**config.mk**
```make
export PLATFORM = sky130hd
export DESIGN_NAME = multicycle_ctrl_flat
export DESIGN_NICKNAME = d
export VERILOG_FILES = /design/src/rtl/multicycle_ctrl_pkg.sv /design/src/rtl/multicycle_ctrl_if.sv /design/src/rtl/multicycle_ctrl_edge_pulse.sv /design/src/rtl/multicycle_ctrl.sv /design/src/flat_wrapper.sv
export SDC_FILE = /design/constraint.sdc
export NUM_CORES = 1
export LEC_CHECK = 0
export ABC_AREA = 1
export CORE_MARGIN = 5
export CORE_UTILIZATION = 46
export DETAILED_ROUTE_END_ITERATION = 10
export GPL_ROUTABILITY_DRIVEN = 0
export GPL_TIMING_DRIVEN = 0
export HOLD_SLACK_MARGIN = 0.02
export PLACE_DENSITY_LB_ADDON = 0.08
export SLEW_MARGIN = 20
export SYNTH_ARGS = -nofsm -noshare
export SYNTH_HDL_FRONTEND = slang
export SYNTH_SLANG_ARGS = --single-unit
```
**constraint.sdc**
```tcl
create_clock -name clk -period 5.2 [get_ports clk]
set_clock_uncertainty 0.1 [all_clocks]
set_input_delay 1.3 -clock clk [delete_from_list [all_inputs] [get_ports clk]]
set_output_delay 1.3 -clock clk [all_outputs]
set_load 0.005 [all_outputs]
```
**src/rtl/multicycle_ctrl_pkg.sv**
```systemverilog
// Shared encodings for the multi-cycle control path: opcodes, FSM states,
// instruction classes and the select encodings driven into the datapath.
package multicycle_ctrl_pkg;

  localparam logic [6:0] OpcR      = 7'b0110011;
  localparam logic [6:0] OpcI      = 7'b0010011;
  localparam logic [6:0] OpcLoad   = 7'b0000011;
  localparam logic [6:0] OpcStore  = 7'b0100011;
  localparam logic [6:0] OpcBranch = 7'b1100011;
  localparam logic [6:0] OpcJal    = 7'b1101111;
  localparam logic [6:0] OpcJalr   = 7'b1100111;
  localparam logic [6:0] OpcLui    = 7'b0110111;

  typedef enum logic [2:0] {StFetch, StDecode, StExec, StMem, StWb, StFault} state_t;

  typedef enum logic [3:0] {
    ClsIll, ClsR, ClsI, ClsLw, ClsSw, ClsBr, ClsJal, ClsJalr, ClsLui
  } cls_t;

  // ALU operations; shift direction and slt signedness come from ir[14]/ir[12] in the datapath
  localparam logic [2:0] AluAdd   = 3'd0;
  localparam logic [2:0] AluSub   = 3'd1;
  localparam logic [2:0] AluAnd   = 3'd2;
  localparam logic [2:0] AluOr    = 3'd3;
  localparam logic [2:0] AluXor   = 3'd4;
  localparam logic [2:0] AluSlt   = 3'd5;
  localparam logic [2:0] AluShift = 3'd6;
  localparam logic [2:0] AluPassB = 3'd7;

  localparam logic [2:0] ImmI = 3'd0;
  localparam logic [2:0] ImmS = 3'd1;
  localparam logic [2:0] ImmB = 3'd2;
  localparam logic [2:0] ImmJ = 3'd3;
  localparam logic [2:0] ImmU = 3'd4;

  localparam logic [1:0] ResAlu = 2'd0;
  localparam logic [1:0] ResMem = 2'd1;
  localparam logic [1:0] ResPc4 = 2'd2;

  localparam logic [1:0] PcAlu    = 2'd0;
  localparam logic [1:0] PcTarget = 2'd1;
  localparam logic [1:0] PcJalr   = 2'd2;

  localparam logic [1:0] SrcAReg   = 2'd0;
  localparam logic [1:0] SrcAPc    = 2'd1;
  localparam logic [1:0] SrcAOldPc = 2'd2;

  localparam logic [1:0] SrcBReg  = 2'd0;
  localparam logic [1:0] SrcBImm  = 2'd1;
  localparam logic [1:0] SrcBFour = 2'd2;

  // Only beq/bne are legal branches
  function automatic cls_t decode_cls(input logic [31:0] instr);
    cls_t c;
    case (instr[6:0])
      OpcR:      c = ClsR;
      OpcI:      c = ClsI;
      OpcLoad:   c = ClsLw;
      OpcStore:  c = ClsSw;
      OpcBranch: c = (instr[14:13] == 2'b00) ? ClsBr : ClsIll;
      OpcJal:    c = ClsJal;
      OpcJalr:   c = ClsJalr;
      OpcLui:    c = ClsLui;
      default:   c = ClsIll;
    endcase
    return c;
  endfunction

  function automatic logic [2:0] imm_sel(input cls_t c);
    logic [2:0] s;
    case (c)
      ClsSw:   s = ImmS;
      ClsBr:   s = ImmB;
      ClsJal:  s = ImmJ;
      ClsLui:  s = ImmU;
      default: s = ImmI;
    endcase
    return s;
  endfunction

  function automatic logic [2:0] alu_op(input logic [31:0] instr, input logic is_r);
    logic [2:0] op;
    case (instr[14:12])
      3'b000:         op = (is_r && instr[30]) ? AluSub : AluAdd;
      3'b001, 3'b101: op = AluShift;
      3'b010, 3'b011: op = AluSlt;
      3'b100:         op = AluXor;
      3'b110:         op = AluOr;
      default:        op = AluAnd;
    endcase
    return op;
  endfunction

endpackage

```
**src/rtl/multicycle_ctrl_if.sv**
```systemverilog
// Shared memory port: one request at a time, held stable until mem_ready.
interface multicycle_ctrl_if;
  logic        mem_req;
  logic        mem_we;
  logic        addr_sel;
  logic [31:0] mem_rdata;
  logic        mem_ready;

  modport master (output mem_req, output mem_we, output addr_sel,
                  input mem_rdata, input mem_ready);
  modport slave  (input mem_req, input mem_we, input addr_sel,
                  output mem_rdata, output mem_ready);
endinterface

```
**src/rtl/multicycle_ctrl_edge_pulse.sv**
```systemverilog
// Rising-edge detector: one-cycle pulse when d_i goes 0 -> 1.
module multicycle_ctrl_edge_pulse (
  input  logic clk,
  input  logic rst,
  input  logic d_i,
  output logic pulse_o
);
  logic d_q, d_d;

  // Next value of the delayed copy
  always_comb d_d = d_i;

  // Delayed copy of the input
  always_ff @(posedge clk) begin
    if (rst) d_q <= 1'b0;
    else     d_q <= d_d;
  end

  // Pulse while input is high but was low last cycle
  always_comb pulse_o = d_i & ~d_q;
endmodule

```
**src/rtl/multicycle_ctrl.sv**
```systemverilog
// Multi-cycle core control: FETCH/DECODE/EXEC/MEM/WB sequencer over one shared
// memory port, owning IR, retire/cycle counters, run/step gating and sticky fault.
module multicycle_ctrl
  import multicycle_ctrl_pkg::*;
#(
  parameter int unsigned XLEN    = 32,
  parameter int unsigned TIMEOUT = 16,
  parameter bit          STEP_EN = 1'b1
) (
  input  logic                clk,
  input  logic                rst,
  input  logic                run,
  input  logic                step,
  input  logic                eq,
  multicycle_ctrl_if.master   mem,
  output logic [31:0]         ir,
  output logic                ir_we,
  output logic                pc_we,
  output logic [1:0]          pc_src,
  output logic                oldpc_we,
  output logic                ab_we,
  output logic [1:0]          alu_src_a,
  output logic [1:0]          alu_src_b,
  output logic [2:0]          alu_ctrl,
  output logic [2:0]          imm_src,
  output logic [1:0]          result_src,
  output logic                reg_write,
  output logic                retire,
  output logic [XLEN-1:0]     instret,
  output logic [XLEN-1:0]     cycles,
  output logic                fault
);
  localparam int unsigned ToW = $clog2(TIMEOUT + 1);

  state_t          state_q, state_d;
  logic [31:0]     ir_q, ir_d;
  logic [XLEN-1:0] instret_q, instret_d, cycles_q, cycles_d;
  logic [ToW-1:0]  timeout_q, timeout_d;
  logic            issued_q, issued_d;
  logic            step_pulse, fetch_go, req_int, waiting, timeout_hit;
  cls_t            cls;

  multicycle_ctrl_edge_pulse u_step_edge (
    .clk     (clk),
    .rst     (rst),
    .d_i     (step),
    .pulse_o (step_pulse)
  );

  // A fetch, once started, completes even if run drops or the step pulse ends
  assign fetch_go    = issued_q | run | (STEP_EN & step_pulse);
  assign cls         = decode_cls(ir_q);
  assign req_int     = ((state_q == StFetch) & fetch_go) | (state_q == StMem);
  assign waiting     = req_int & ~mem.mem_ready;
  assign timeout_hit = waiting & (timeout_q == ToW'(TIMEOUT - 1));

  // State, IR, counters, timeout and issue latch registers
  always_ff @(posedge clk) begin
    if (rst) begin
      state_q   <= StFetch;
      ir_q      <= '0;
      instret_q <= '0;
      cycles_q  <= '0;
      timeout_q <= '0;
      issued_q  <= 1'b0;
    end else begin
      state_q   <= state_d;
      ir_q      <= ir_d;
      instret_q <= instret_d;
      cycles_q  <= cycles_d;
      timeout_q <= timeout_d;
      issued_q  <= issued_d;
    end
  end

  // Next-state sequencing
  always_comb begin
    state_d = state_q;
    case (state_q)
      StFetch: begin
        if (fetch_go) begin
          if (mem.mem_ready)    state_d = StDecode;
          else if (timeout_hit) state_d = StFault;
        end
      end
      StDecode: state_d = (cls == ClsIll) ? StFault : StExec;
      StExec: begin
        case (cls)
          ClsLw, ClsSw: state_d = StMem;
          ClsBr:        state_d = StFetch;
          default:      state_d = StWb;
        endcase
      end
      StMem: begin
        if (mem.mem_ready)    state_d = (cls == ClsLw) ? StWb : StFetch;
        else if (timeout_hit) state_d = StFault;
      end
      StWb:    state_d = StFetch;
      StFault: state_d = StFault;
      default: state_d = StFetch;
    endcase
  end

  // Next values for IR, counters, timeout and issue latch
  always_comb begin
    ir_d      = ir_we ? mem.mem_rdata : ir_q;
    instret_d = retire ? instret_q + XLEN'(1) : instret_q;
    cycles_d  = cycles_q + XLEN'(1);
    // Any state change out of a waiting state is either ready or fault, both clear it
    timeout_d = (waiting && !timeout_hit) ? timeout_q + ToW'(1) : '0;
    issued_d  = (state_q == StFetch) && fetch_go && !mem.mem_ready && !timeout_hit;
  end

  // Decoded datapath controls, forced to zero while reset is asserted
  always_comb begin
    mem.mem_req  = 1'b0;
    mem.mem_we   = 1'b0;
    mem.addr_sel = 1'b0;
    ir_we        = 1'b0;
    pc_we        = 1'b0;
    pc_src       = PcAlu;
    oldpc_we     = 1'b0;
    ab_we        = 1'b0;
    alu_src_a    = SrcAReg;
    alu_src_b    = SrcBReg;
    alu_ctrl     = AluAdd;
    imm_src      = ImmI;
    result_src   = ResAlu;
    reg_write    = 1'b0;
    retire       = 1'b0;
    fault        = 1'b0;
    if (!rst) begin
      case (state_q)
        StFetch: begin
          mem.mem_req = fetch_go;
          if (fetch_go && mem.mem_ready) begin
            ir_we     = 1'b1;
            oldpc_we  = 1'b1;
            pc_we     = 1'b1;
            alu_src_a = SrcAPc;
            alu_src_b = SrcBFour;
          end
        end
        StDecode: begin
          ab_we   = 1'b1;
          imm_src = imm_sel(cls);
        end
        StExec: begin
          imm_src   = imm_sel(cls);
          alu_src_b = SrcBImm;
          case (cls)
            ClsR: begin
              alu_src_b = SrcBReg;
              alu_ctrl  = alu_op(ir_q, 1'b1);
            end
            ClsI: alu_ctrl = alu_op(ir_q, 1'b0);
            ClsBr: begin
              alu_src_a = SrcAOldPc;
              // f3=000 beq takes on eq, f3=001 bne takes on !eq
              pc_we     = eq ^ ir_q[12];
              pc_src    = (eq ^ ir_q[12]) ? PcTarget : PcAlu;
              retire    = 1'b1;
            end
            ClsJal: begin
              alu_src_a = SrcAOldPc;
              pc_we     = 1'b1;
              pc_src    = PcTarget;
            end
            ClsJalr: begin
              pc_we  = 1'b1;
              pc_src = PcJalr;
            end
            ClsLui:  alu_ctrl = AluPassB;
            default: alu_ctrl = AluAdd;
          endcase
        end
        StMem: begin
          imm_src      = imm_sel(cls);
          mem.mem_req  = 1'b1;
          mem.addr_sel = 1'b1;
          mem.mem_we   = (cls == ClsSw);
          retire       = (cls == ClsSw) && mem.mem_ready;
        end
        StWb: begin
          imm_src    = imm_sel(cls);
          reg_write  = 1'b1;
          retire     = 1'b1;
          if (cls == ClsLw)                        result_src = ResMem;
          else if (cls == ClsJal || cls == ClsJalr) result_src = ResPc4;
          else                                     result_src = ResAlu;
        end
        StFault: fault = 1'b1;
        default: fault = 1'b0;
      endcase
    end
  end

  assign ir      = ir_q;
  assign instret = instret_q;
  assign cycles  = cycles_q;
endmodule
```
**src/flat_wrapper.sv**
```systemverilog
// flat-port wrapper written by rule: the top's interface ports become plain ports
module multicycle_ctrl_flat import multicycle_ctrl_pkg::*;
#(
  parameter int unsigned XLEN    = 32,
  parameter int unsigned TIMEOUT = 16,
  parameter bit          STEP_EN = 1'b1
)
  (clk, rst, run, step, eq, ir, ir_we, pc_we, pc_src, oldpc_we, ab_we, alu_src_a, alu_src_b, alu_ctrl, imm_src, result_src, reg_write, retire, instret, cycles, fault, mem_mem_req, mem_mem_we, mem_addr_sel, mem_mem_rdata, mem_mem_ready);
  multicycle_ctrl_if mem_i ();
  input  logic clk;
  input  logic rst;
  input  logic run;
  input  logic step;
  input  logic eq;
  output logic [31:0] ir;
  output logic ir_we;
  output logic pc_we;
  output logic [1:0] pc_src;
  output logic oldpc_we;
  output logic ab_we;
  output logic [1:0] alu_src_a;
  output logic [1:0] alu_src_b;
  output logic [2:0] alu_ctrl;
  output logic [2:0] imm_src;
  output logic [1:0] result_src;
  output logic reg_write;
  output logic retire;
  output logic [XLEN-1:0] instret;
  output logic [XLEN-1:0] cycles;
  output logic fault;
  output wire logic [$bits(mem_i.mem_req)-1:0] mem_mem_req;
  output wire logic [$bits(mem_i.mem_we)-1:0] mem_mem_we;
  output wire logic [$bits(mem_i.addr_sel)-1:0] mem_addr_sel;
  input wire logic [$bits(mem_i.mem_rdata)-1:0] mem_mem_rdata;
  input wire logic [$bits(mem_i.mem_ready)-1:0] mem_mem_ready;
  assign mem_mem_req = mem_i.mem_req;
  assign mem_mem_we = mem_i.mem_we;
  assign mem_addr_sel = mem_i.addr_sel;
  assign mem_i.mem_rdata = mem_mem_rdata;
  assign mem_i.mem_ready = mem_mem_ready;
  multicycle_ctrl #(.XLEN(XLEN), .TIMEOUT(TIMEOUT), .STEP_EN(STEP_EN)) u_core (.clk(clk), .rst(rst), .run(run), .step(step), .eq(eq), .mem(mem_i), .ir(ir), .ir_we(ir_we), .pc_we(pc_we), .pc_src(pc_src), .oldpc_we(oldpc_we), .ab_we(ab_we), .alu_src_a(alu_src_a), .alu_src_b(alu_src_b), .alu_ctrl(alu_ctrl), .imm_src(imm_src), .result_src(result_src), .reg_write(reg_write), .retire(retire), .instret(instret), .cycles(cycles), .fault(fault));
endmodule
```
# After elaboration in Yosys (flattened, before gate mapping)
# Index checks and enable logic that the tools add are counted.
# totals
word_cells	126
inputBits	38
output_inout_bits	120
ff_bits	106
# op_classes
bitwise_logic	11
n_reduce_logical	20
n_addsub	3
mux	56
eq_ne	29
# ops
cell	count
adder 32 x 1 -> 32 bit, second input constant	2
one-hot mux 3 bit (5 select lines)	3
2-to-1 mux 3 bit	11
one-hot mux 4 bit (8 select lines)	1
== test 7 x 6 -> 1 bit, second input constant	3
== test 7 bit, second input constant	3
2-to-1 mux 1 bit	21
2-to-1 mux 2 bit	10
== test 4 x 3 -> 1 bit, second input constant	4
== test 3 bit, second input constant	5
== test 3 x 2 -> 1 bit, second input constant	4
one-hot mux 3 bit (4 select lines)	1
OR reduction 2 bit	6
one-hot mux 3 bit (3 select lines)	1
== test 4 x 2 -> 1 bit, second input constant	2
one-hot mux 2 bit (2 select lines)	2
== test 7 x 2 -> 1 bit, second input constant	1
== test 7 x 5 -> 1 bit, second input constant	1
== test 3 x 1 -> 1 bit, second input constant	2
logical AND 1 bit	6
zero test 3 bit	2
one-hot mux 1 bit (2 select lines)	3
one-hot mux 2 bit (3 select lines)	1
one-hot mux 3 bit (2 select lines)	1
15 further kinds	23

# Depth between registers and ports, before layout
# Gate-level depths: netlist of run 1.
# depth
depth_word	11
depth_mapped	11
depth_no_buf	11

# By module
# A second synthesis of run 1 with hierarchy kept.
# unflattened
cells_unflattened	838
hier_area_um2	5570.3
# modules_own_cells
module	area_each_um2	n_inst	seq_area_each_um2	cells_each
multicycle_ctrl	5539.1	1	2102.0	834
multicycle_ctrl_edge_pulse	31.3	1	20.0	4

# Least setup slack after synthesis of run 1
# No wires, ideal clock.
# synth_timing
path_kind	input-to-output
startpoint	input port step
endpoint	output port alu_src_b[1]
path_stages	8
arrival_ps	2357
required_ps	3800
path_buffers	2
path_slack_ps	1443
path_cell_list	inv_1 o21ai_0 nand2_1 nor2_2 inv_2 clkbuf_1 nor2_1 buf_4
# synth_between
elab_chain_cells	6
# synth_rtl
element	line	rtl
start: declaration	flat_wrapper.sv:13	input logic step;
bitwise AND 1 bit	multicycle_ctrl_edge_pulse.sv:20	always_comb pulse_o = d_i & ~d_q;
bitwise OR 1 bit	multicycle_ctrl.sv:51	assign fetch_go = issued_q | run | (STEP_EN & step_pulse);
logical AND 1 bit	multicycle_ctrl.sv:136	if (fetch_go && mem.mem_ready) begin
2-to-1 mux 2 bit	multicycle_ctrl.sv:136	
one-hot mux 2 bit (2 select lines)	multicycle_ctrl.sv:133	case (state_q)
2-to-1 mux 2 bit	multicycle_ctrl.sv:132	if (!rst) begin
end: declaration	flat_wrapper.sv:22	output logic [1:0] alu_src_b;
# Every way passes these cells.

# Final worst setup path of run 1
# Same ends and word-level chain as after synthesis.

==> results of run 1 <==
-- state kept, by name (all words and copies together), names as in the netlist --
name                    count
u_core.cycles              32
u_core.ir                  32
u_core.u_step_edge.d_q      1
u_core.timeout_q            5
u_core.instret             32
u_core.state_q              3
u_core.issued_q             1
-- layout by cell type (no fill, tap or decap), types with 2 or more instances in the layout --
master and n:
a21oi_1 53, inv_1 60, nor2_2 2, nor2_1 162, nor3b_1 4, buf_4 3
clkinv_1 2, nand3_2 4, nor4_1 3, buf_8 3, dfxtp_1 106, o21ai_1 2
nand2_1 184, nand2_2 5, a21oi_2 2, o21a_1 2, a31oi_1 2, nor2_8 2
clkbuf_16 9, xor2_1 21, clkinv_2 2, bufinv_16 2, or2_2 5, xnor2_1 8
nor3_1 28, nand4_1 13, a211oi_1 10, nand3b_1 10, or2_0 5, buf_2 3
inv_2 9, buf_6 3, ha_1 4, clkbuf_1 18, nand3_1 60, nor3_2 4
o21ai_0 34, clkdlybuf4s50_1 157
-- worst max-delay path, stage by stage --
cell and delay, ns:
clkdlybuf4s50_1 0.45, inv_1 0.04, o21ai_0 0.26, nand2_1 0.20, nor2_4 0.18, inv_2 0.11, clkbuf_1 0.23, nor2_1 0.18
buf_4 0.13, clkdlybuf4s50_1 0.49
-- power by group through the flow --
stage	combinational (mW)	sequential, mW	clock, mW
after floorplan	0.188	0.916	0
after global placement	0.376	0.915	0
after detailed placement	0.376	0.915	0
after CTS	0.379	0.898	0.744
after global routing	0.418	0.906	0.770
final	0.378	0.898	0.730
-- path summary, 6_finish.rpt --
path / start / to / depth (start not counted)
max: step / alu_src_b[1] / 10
min: u_core.timeout_q[0]$_SDFF_PP0_ / u_core.timeout_q[0]$_SDFF_PP0_ / 1
max reg2reg: u_core.instret[0]$_SDFFE_PP0P_ / u_core.instret[26]$_SDFFE_PP0P_ / 9
min reg2reg: u_core.timeout_q[0]$_SDFF_PP0_ / u_core.timeout_q[0]$_SDFF_PP0_ / 1
-- final cells by class --
class | instances | share of cell area
multi-input combinational | 640 | 0.4033
sequential | 106 | 0.2716
timing repair buffer | 157 | 0.2012
inverter | 71 | 0.03411
clock buffer | 11 | 0.02979
tap | 168 | 0.02691
buffer | 29 | 0.02306
clock inverter | 5 | 0.01009
-- layer usage --
metal	part of all wire	vias up	global-route usage
met5	0	-	0
met3	0.073	40	0.07413
met4	0.029	0	0.08263
met2	0.47	191	0.3893
li1	-	3076	-
met1	0.43	2717	0.2869
-- cell families (layout without fill, tap and decap cells) --
logic type / Yosys count / in the layout
AO/OA/AOI/OAI: 109 / 109
AND/OR/NAND/NOR: 498 / 498
buffers and inverters: 100 / 273
XOR/XNOR: 29 / 29
flip-flops: 106 / 106
adder cells (fa/ha/maj): 4 / 4
-- metrics by stage --
| step | cell area (sq um) | power (mW) |
|---|---|---|
| finish | 7812 | 2.006 |
| CTS | 7807 | 2.020 |
| global placement | 7496 | 1.291 |
| detailed placement | 7496 | 1.291 |
| global route | 7812 | 2.094 |
| floorplan | 5714 | 1.104 |
==> results.json, run 1 <==
{
  "setup_ws_ns": 0.2290,
  "port_buffers": 157,
  "holdBufCountCts": 0,
  "clockBufferDepth": 2,
  "finalSetupViolations": 0,
  "swShare": 0.2704,
  "r2r_slack_ns": 2.74,
  "drt-initial-drc-count": 514,
  "worst_pin_slew_ns": 0.7261,
  "synth_edf_count": 0,
  "cp-start-kind": "primary input",
  "leakage_nw": 2.752,
  "die_area_sq_mm": 0.01475,
  "yosysWarnings": 0,
  "finalHoldViolCount": 0,
  "slew_violations": 0,
  "syn_area_sq_mm": 0.005714,
  "placedCellCount": 1171,
  "synth_top_family_by_area": "simple AND/OR/NAND/NOR gates",
  "core_sq_mm": 0.01211,
  "pre_cts_slack_ns": 0.1540,
  "multiInputGateArea_sq_mm": 0.003151,
  "fmax_ghz": 0.2012,
  "synth-compound-area-share": 0.1069,
  "p_int_mw": 1.463,
  "relSlewSlack": 0.5159,
  "drtAntennaViolNets": 0,
  "required_ns": 3.80,
  "grt_overflow_total": 0,
  "numCtsBuffers": 9,
  "setup-tns-final_ns": 0,
  "synth_xor_xnor_area_share": 0.04445,
  "final_util": 0.6450,
  "seq_power_share": 0.448,
  "synth_top_area_cell": "dfxtp_1",
  "hpwl_um": 13290,
  "drv_cap": 0,
  "cts_setup_buffers": 0,
  "ys_top_cells_by_count": "nand2_1 (184), nor2_1 (162), dfxtp_1 (106)",
  "hold_path_class": "flip-flop to flip-flop",
  "cts_sinks": 106,
  "dieHeight_um": 121.5,
  "drt-total-wl_um": 17240,
  "outcome": "completed",
  "rows": 40,
  "syn_avg_cell_area_sq_um": 6.754,
  "ir_worst_vdd_mv": 0.2494,
  "detail_route.wl_per_cell_um": 14.53,
  "cp_max_fo": 10,
  "synth_area_leaders": "dfxtp_1 (37%), nand2_1 (12%), nor2_1 (11%)",
  "grt_antenna_before_repair": 0,
  "antenna_cells": 0,
  "cts_root_buffer": "clkbuf_16",
  "grt_max_degree": 17,
  "grt_pass1_vias": 5612,
  "synth_cell_types": 45,
  "synthMuxAreaShare": 0,
  "crit_type": "primary input to primary output",
  "yosysMostFrequentCell": "nand2_1",
  "synth-simple-area-share": 0.3904,
  "ios": 158,
  "post_cts_resized": 0,
  "synthArstFlopShare": 0,
  "cts_max_level": 3,
  "fill_cells": 1160,
  "hold-worst-slack_ns": 0.3565,
  "die_w_um": 121.5,
  "nets": 1056,
  "cts_tree": "built",
  "vias": 6024,
  "fin_crit_ns": 4.971,
  "synth_top_area_share": 0.3714,
  "instances_no_fill": 1187,
  "rsz0062_at_grt": "false",
  "endpoint_kind": "primary output",
  "path_clk_slew_ns": 0.07,
  "pwr-share-comb": 0.188,
  "drcViolationCount": 0,
  "synth_nets": 888,
  "fin_crit_sh": 0.9560,
  "arrival_ns": 3.57,
  "via_per_inst": 5.075,
  "drive_gt1_frac": 0.06281,
  "p_sw_uw": 542.3,
  "register_area_sq_mm": 0.002122,
  "syn_inst": 846,
  "track_usage": 0.2350,
  "worstSkewPairLatency_ns": 0.36,
  "drtPass1Iterations": 5,
  "synthAdderAreaFrac": 0.008758,
  "seq_area_frac_synth": 0.3714,
  "p_clk_frac": 0.364,
  "area_delta_synth_final_pct": 36.72,
  "ys.flop_type": "dfxtp_1",
  "grt_pass1_wl_um": 27680,
  "powerDensity_mw_per_mm2": 256.7,
  "synth-seq-cells": 106,
  "initial_core_util": 0.4718
}
(Power assumes the default switching activity.)
==> inputs of run 2 (changes only) <==
CORE_MARGIN = 10   (was 5)
CORE_UTILIZATION = 40   (was 46)
MAX_ROUTING_LAYER = met4   (was default)
==> run 2 against run 1 <==
Effect of this change:
- flip-flop and latch count did not move
- hold slack got worse by 0.0073 ns
- sequential share of layout area rose by 0.070 points
- total power fell by 2.8%
- combinational power rose by 1%
- largest power group unchanged
- critical path depth did not move
- final area fell by 0.26%
- critical path type unchanged
- register-to-register slack improved by 0.05 ns
- non-clock buffer count did not move
- global-route usage fell by 4.5 points
- clock power fell by 8.4%
- final cell count rose by 1.0%
==> results.json, run 2 (synthesized netlist as in run 1, its figures left out) <==
{
  "outcome": "completed",
  "finalHoldViolCount": 0,
  "via_per_inst": 5.064,
  "cp_cell_sequence": "clkdlybuf4s50_1, inv_1, o21ai_1, nand2_1, nor2_4, inv_2, clkbuf_1, nor2_1, buf_4, clkdlybuf4s50_1",
  "numCtsBuffers": 9,
  "die_area_sq_mm": 0.01947,
  "core_sq_mm": 0.01393,
  "ir_worst_vdd_mv": 0.2146,
  "setup-tns-final_ns": 0,
  "fmax_ghz": 0.2012,
  "grt_use_met2": 0.3073,
  "initial_core_util": 0.4101,
  "antenna_cells": 0,
  "met1_usage": 0.2284,
  "cts_tree": "built",
  "vias": 6072,
  "rsz0062_at_grt": "false",
  "dieHeight_um": 139.5,
  "fin_crit_sh": 0.9556,
  "fin_crit_ns": 4.969,
  "powerDensity_mw_per_mm2": 250.2,
  "grt_max_degree": 19,
  "detail_route.wl_per_cell_um": 15.47,
  "arrival_ns": 3.57,
  "final_common_cell": "nand2_1",
  "grt_antenna_before_repair": 0,
  "grt_pass1_vias": 5746,
  "cp_max_fo": 10,
  "required_ns": 3.80,
  "cts_root_buffer": "clkbuf_16",
  "cts_max_level": 3,
  "ios": 158,
  "crit_type": "primary input to primary output",
  "endpoint_kind": "primary output",
  "drv_cap": 0,
  "slew_violations": 0,
  "crit_path_frequent_cell": "clkdlybuf4s50_1",
  "path_clk_slew_ns": 0.07,
  "placedCellCount": 1183,
  "grt_pass1_wl_um": 29900,
  "relSlewSlack": 0.5314,
  "layout_common_cells": "nand2_1 (184), nor2_1 (162), clkdlybuf4s50_1 (157)",
  "grt_overflow_total": 0,
  "cp-start-kind": "primary input",
  "cpMaxStageDelayCell": "clkdlybuf4s50_1",
  "port_buffers": 157,
  "drtAntennaViolNets": 0,
  "critPathMaxStageDelay_ns": 0.49,
  "area_delta_synth_final_pct": 36.37,
  "worst_pin_slew_ns": 0.7029,
  "leakage_nw": 2.738,
  "instances_no_fill": 1199,
  "hold_path_class": "flip-flop to flip-flop",
  "holdBufCountCts": 0,
  "finalSetupViolations": 0,
  "track_usage": 0.1896,
  "post_cts_resized": 0,
  "worstSkewPairLatency_ns": 0.36,
  "drt-initial-drc-count": 399,
  "nets": 1056,
  "globalRouteMet3Util": 0.04900,
  "cts_setup_buffers": 0,
  "top_usage_layer": "met2",
  "drcViolationCount": 0,
  "clockBufferDepth": 2,
  "die_w_um": 139.5,
  "hpwl_um": 14490,
  "cts_sinks": 106,
  "drtPass1Iterations": 5,
  "drive_gt1_frac": 0.06379,
  "rows": 43,
  "drt-total-wl_um": 18540
}
## run 2: final timing paths
check / from / end / slack (ns) / cells past startpoint
worst max-delay path: step / alu_src_b[1] / 0.23 / 10
worst min-delay path: u_core.timeout_q[0]$_SDFF_PP0_ / u_core.timeout_q[0]$_SDFF_PP0_ / 0.35 / 1
worst max register to register: u_core.instret[0]$_SDFFE_PP0P_ / u_core.instret[26]$_SDFFE_PP0P_ / 2.79 / 9
worst min register to register: u_core.timeout_q[0]$_SDFF_PP0_ / u_core.timeout_q[0]$_SDFF_PP0_ / 0.35 / 1
## run 2: final cells by class
cell class	instances	area, sq um
fill	1383	6142
tap	180	225.2
inverter	71	266.5
multi-input combinational	640	3151
buffer	29	180.2
clock inverter	6	47.55
timing repair buffer	157	1572
clock buffer	10	229.0
sequential	106	2122
## run 2: worst max-delay path, delay by kind of cell
kind | cells | cell delay [ns]
and+or+nand+nor | 3 | 0.61
buffers and inverters | 6 | 1.49
AOI/OAI and AO/OA | 1 | 0.18
## run 2: where the power goes
group | switching [mW] | internal, mW | total, mW | leakage [nW]
clock | 0.337 | 0.332 | 0.669 | 0.139
combinational | 0.201 | 0.181 | 0.382 | 1.74
sequential | 0.0379 | 0.860 | 0.898 | 0.862
total | 0.577 | 1.37 | 1.95 | 2.74
## run 2: layer usage
layer,vias up,routed length [um]
met1,2769,8278
met2,184,8769
met3,28,1179
li1,3091,-
met5,-,0
met4,0,317
## run 2: stage by stage
stage	worst slack (ns)	hold slack [ns]	cell area [sq um]	total power [mW]	utilization
after floorplan	1.443	0.3176	5714	1.104	-
after global placement	0.1137	0.3312	7511	1.298	0.5390
after detailed placement	0.08825	0.3380	7511	1.301	0.5390
after CTS	0.08010	0.3520	7787	1.968	0.5589
after global routing	0.02749	0.3753	7792	2.038	0.5592
final	0.2306	0.3492	7792	1.950	0.5592
==> inputs of run 3 (changes only) <==
SETUP_SLACK_MARGIN = 0.15   (was default)
==> run 3 against run 2 <==
Effect of this change:
- sequential share of layout area about the same
- clock-buffer cell count did not move
- combinational power about the same
- register-to-register slack hardly changed
- critical path depth shrank 5
- flip-flop and latch count stayed put
- global-route usage hardly changed
- wire length about the same
- clock power about the same
- utilization about the same
==> results.json, run 3 (synthesized netlist as in run 1, its figures left out) <==
{
  "powerDensity_mw_per_mm2": 250.4,
  "fmax_ghz": 0.2048,
  "drtAntennaViolNets": 0,
  "detail_route.wl_per_cell_um": 15.46,
  "drive_gt1_frac": 0.06673,
  "fin_crit_ns": 4.883,
  "ir_worst_vdd_mv": 0.2148,
  "rows": 43,
  "finalHoldViolCount": 0,
  "leakage_nw": 2.744,
  "cpMaxStageDelayCell": "clkbuf_1",
  "p_clk_frac": 0.344,
  "fill_cells": 1380,
  "track_usage": 0.1897,
  "drt-initial-drc-count": 400,
  "relSlewSlack": 0.5272,
  "fin_crit_sh": 0.9391,
  "area_delta_synth_final_pct": 36.46,
  "p_int_mw": 1.374,
  "p_sw_uw": 579.0,
  "pwr-share-comb": 0.196,
  "cp_max_fo": 10,
  "fin_area_sq_mm": 0.007797,
  "multiInputGateArea_sq_mm": 0.003153,
  "antenna_cells": 0,
  "dieHeight_um": 139.5,
  "grt_pass1_vias": 5751,
  "hpwl_um": 14490,
  "final_common_cell": "nand2_1",
  "cp_cell_sequence": "clkdlybuf4s50_1, clkbuf_1, clkbuf_1, nor4_1, clkdlybuf4s50_1",
  "die_area_sq_mm": 0.01947,
  "clockBufferDepth": 2,
  "endpoint_kind": "primary output",
  "layout_common_cells": "nand2_1 (184), nor2_1 (161), clkdlybuf4s50_1 (157)",
  "worst_pin_slew_ns": 0.7092,
  "hold-worst-slack_ns": 0.3492,
  "drv_cap": 0,
  "grt_max_degree": 19,
  "cts_tree": "built",
  "cts_max_level": 3,
  "required_ns": 3.80,
  "holdBufCountCts": 0,
  "grt_antenna_before_repair": 0,
  "initial_core_util": 0.4101,
  "cts_sinks": 106,
  "cts_root_buffer": "clkbuf_16",
  "swShare": 0.2965,
  "worstSkewPairLatency_ns": 0.36,
  "core_sq_mm": 0.01393,
  "drcViolationCount": 0,
  "numCtsBuffers": 9,
  "slew_violations": 0,
  "via_per_inst": 5.043,
  "critPathMaxStageDelay_ns": 0.60,
  "ios": 158,
  "nets": 1056,
  "setup-tns-final_ns": 0,
  "port_buffers": 157,
  "crit_family": "buffers and inverters",
  "rsz0062_at_grt": "false",
  "arrival_ns": 3.48,
  "setup_ws_ns": 0.3166,
  "finalSetupViolations": 0,
  "final_util": 0.5596,
  "vias": 6046,
  "outcome": "completed",
  "path_buf_inv": 4,
  "crit_type": "primary input to primary output",
  "drtPass1Iterations": 5,
  "grt_overflow_total": 0,
  "die_w_um": 139.5,
  "cp-start-kind": "primary input",
  "seq_power_share": 0.460,
  "register_area_sq_mm": 0.002122,
  "path_clk_slew_ns": 0.07,
  "grt_pass1_wl_um": 29930,
  "drt-total-wl_um": 18540,
  "post_dp_cell_area_sq_mm": 0.007511,
  "hold_path_class": "flip-flop to flip-flop",
  "pre_cts_slack_ns": 0.08825
}
run 3: worst paths after layout:
path	from	to	slack [ns]	cells after the start
max reg2reg	u_core.instret[0]$_SDFFE_PP0P_	u_core.instret[26]$_SDFFE_PP0P_	2.79	9
max	rst	result_src[1]	0.32	5
min	u_core.timeout_q[0]$_SDFF_PP0_	u_core.timeout_q[0]$_SDFF_PP0_	0.35	1
min reg2reg	u_core.timeout_q[0]$_SDFF_PP0_	u_core.timeout_q[0]$_SDFF_PP0_	0.35	1
run 3: stage by stage:
stage | power, mW | cells
finish | 1.953 | 1199
global route | 2.039 | 1199
CTS | 1.970 | 1199
detailed placement | 1.301 | 1183
global placement | 1.298 | 1183
floorplan | 1.104 | 846
run 3: layout make-up:
type | count | share of cell area
buffer | 29 | 0.02343
clock buffer | 10 | 0.02936
clock inverter | 6 | 0.006098
inverter | 71 | 0.03418
multi-input combinational | 640 | 0.4044
sequential | 106 | 0.2721
tap | 180 | 0.02888
timing repair buffer | 157 | 0.2015
run 3: routing by layer:
metal / part of all wire / global-route usage
met1: 0.45 / 0.2284
met2: 0.47 / 0.3078
met3: 0.061 / 0.04900
met4: 0.017 / 0.05107
met5: 0 / -
run 3: repair_timing:
item	4_1_cts	5_1_grt
setup buffers	0	0
setup endpoints to repair	1	2
resized for setup	2	4
hold endpoints to repair	0	0
run 3: power groups by stage:
stage	logic [mW]	registers, mW	clock network (mW)
after floorplan	0.188	0.916	0
after global placement	0.382	0.915	0
after detailed placement	0.384	0.917	0
after CTS	0.388	0.898	0.684
after global routing	0.423	0.907	0.709
final	0.383	0.898	0.672
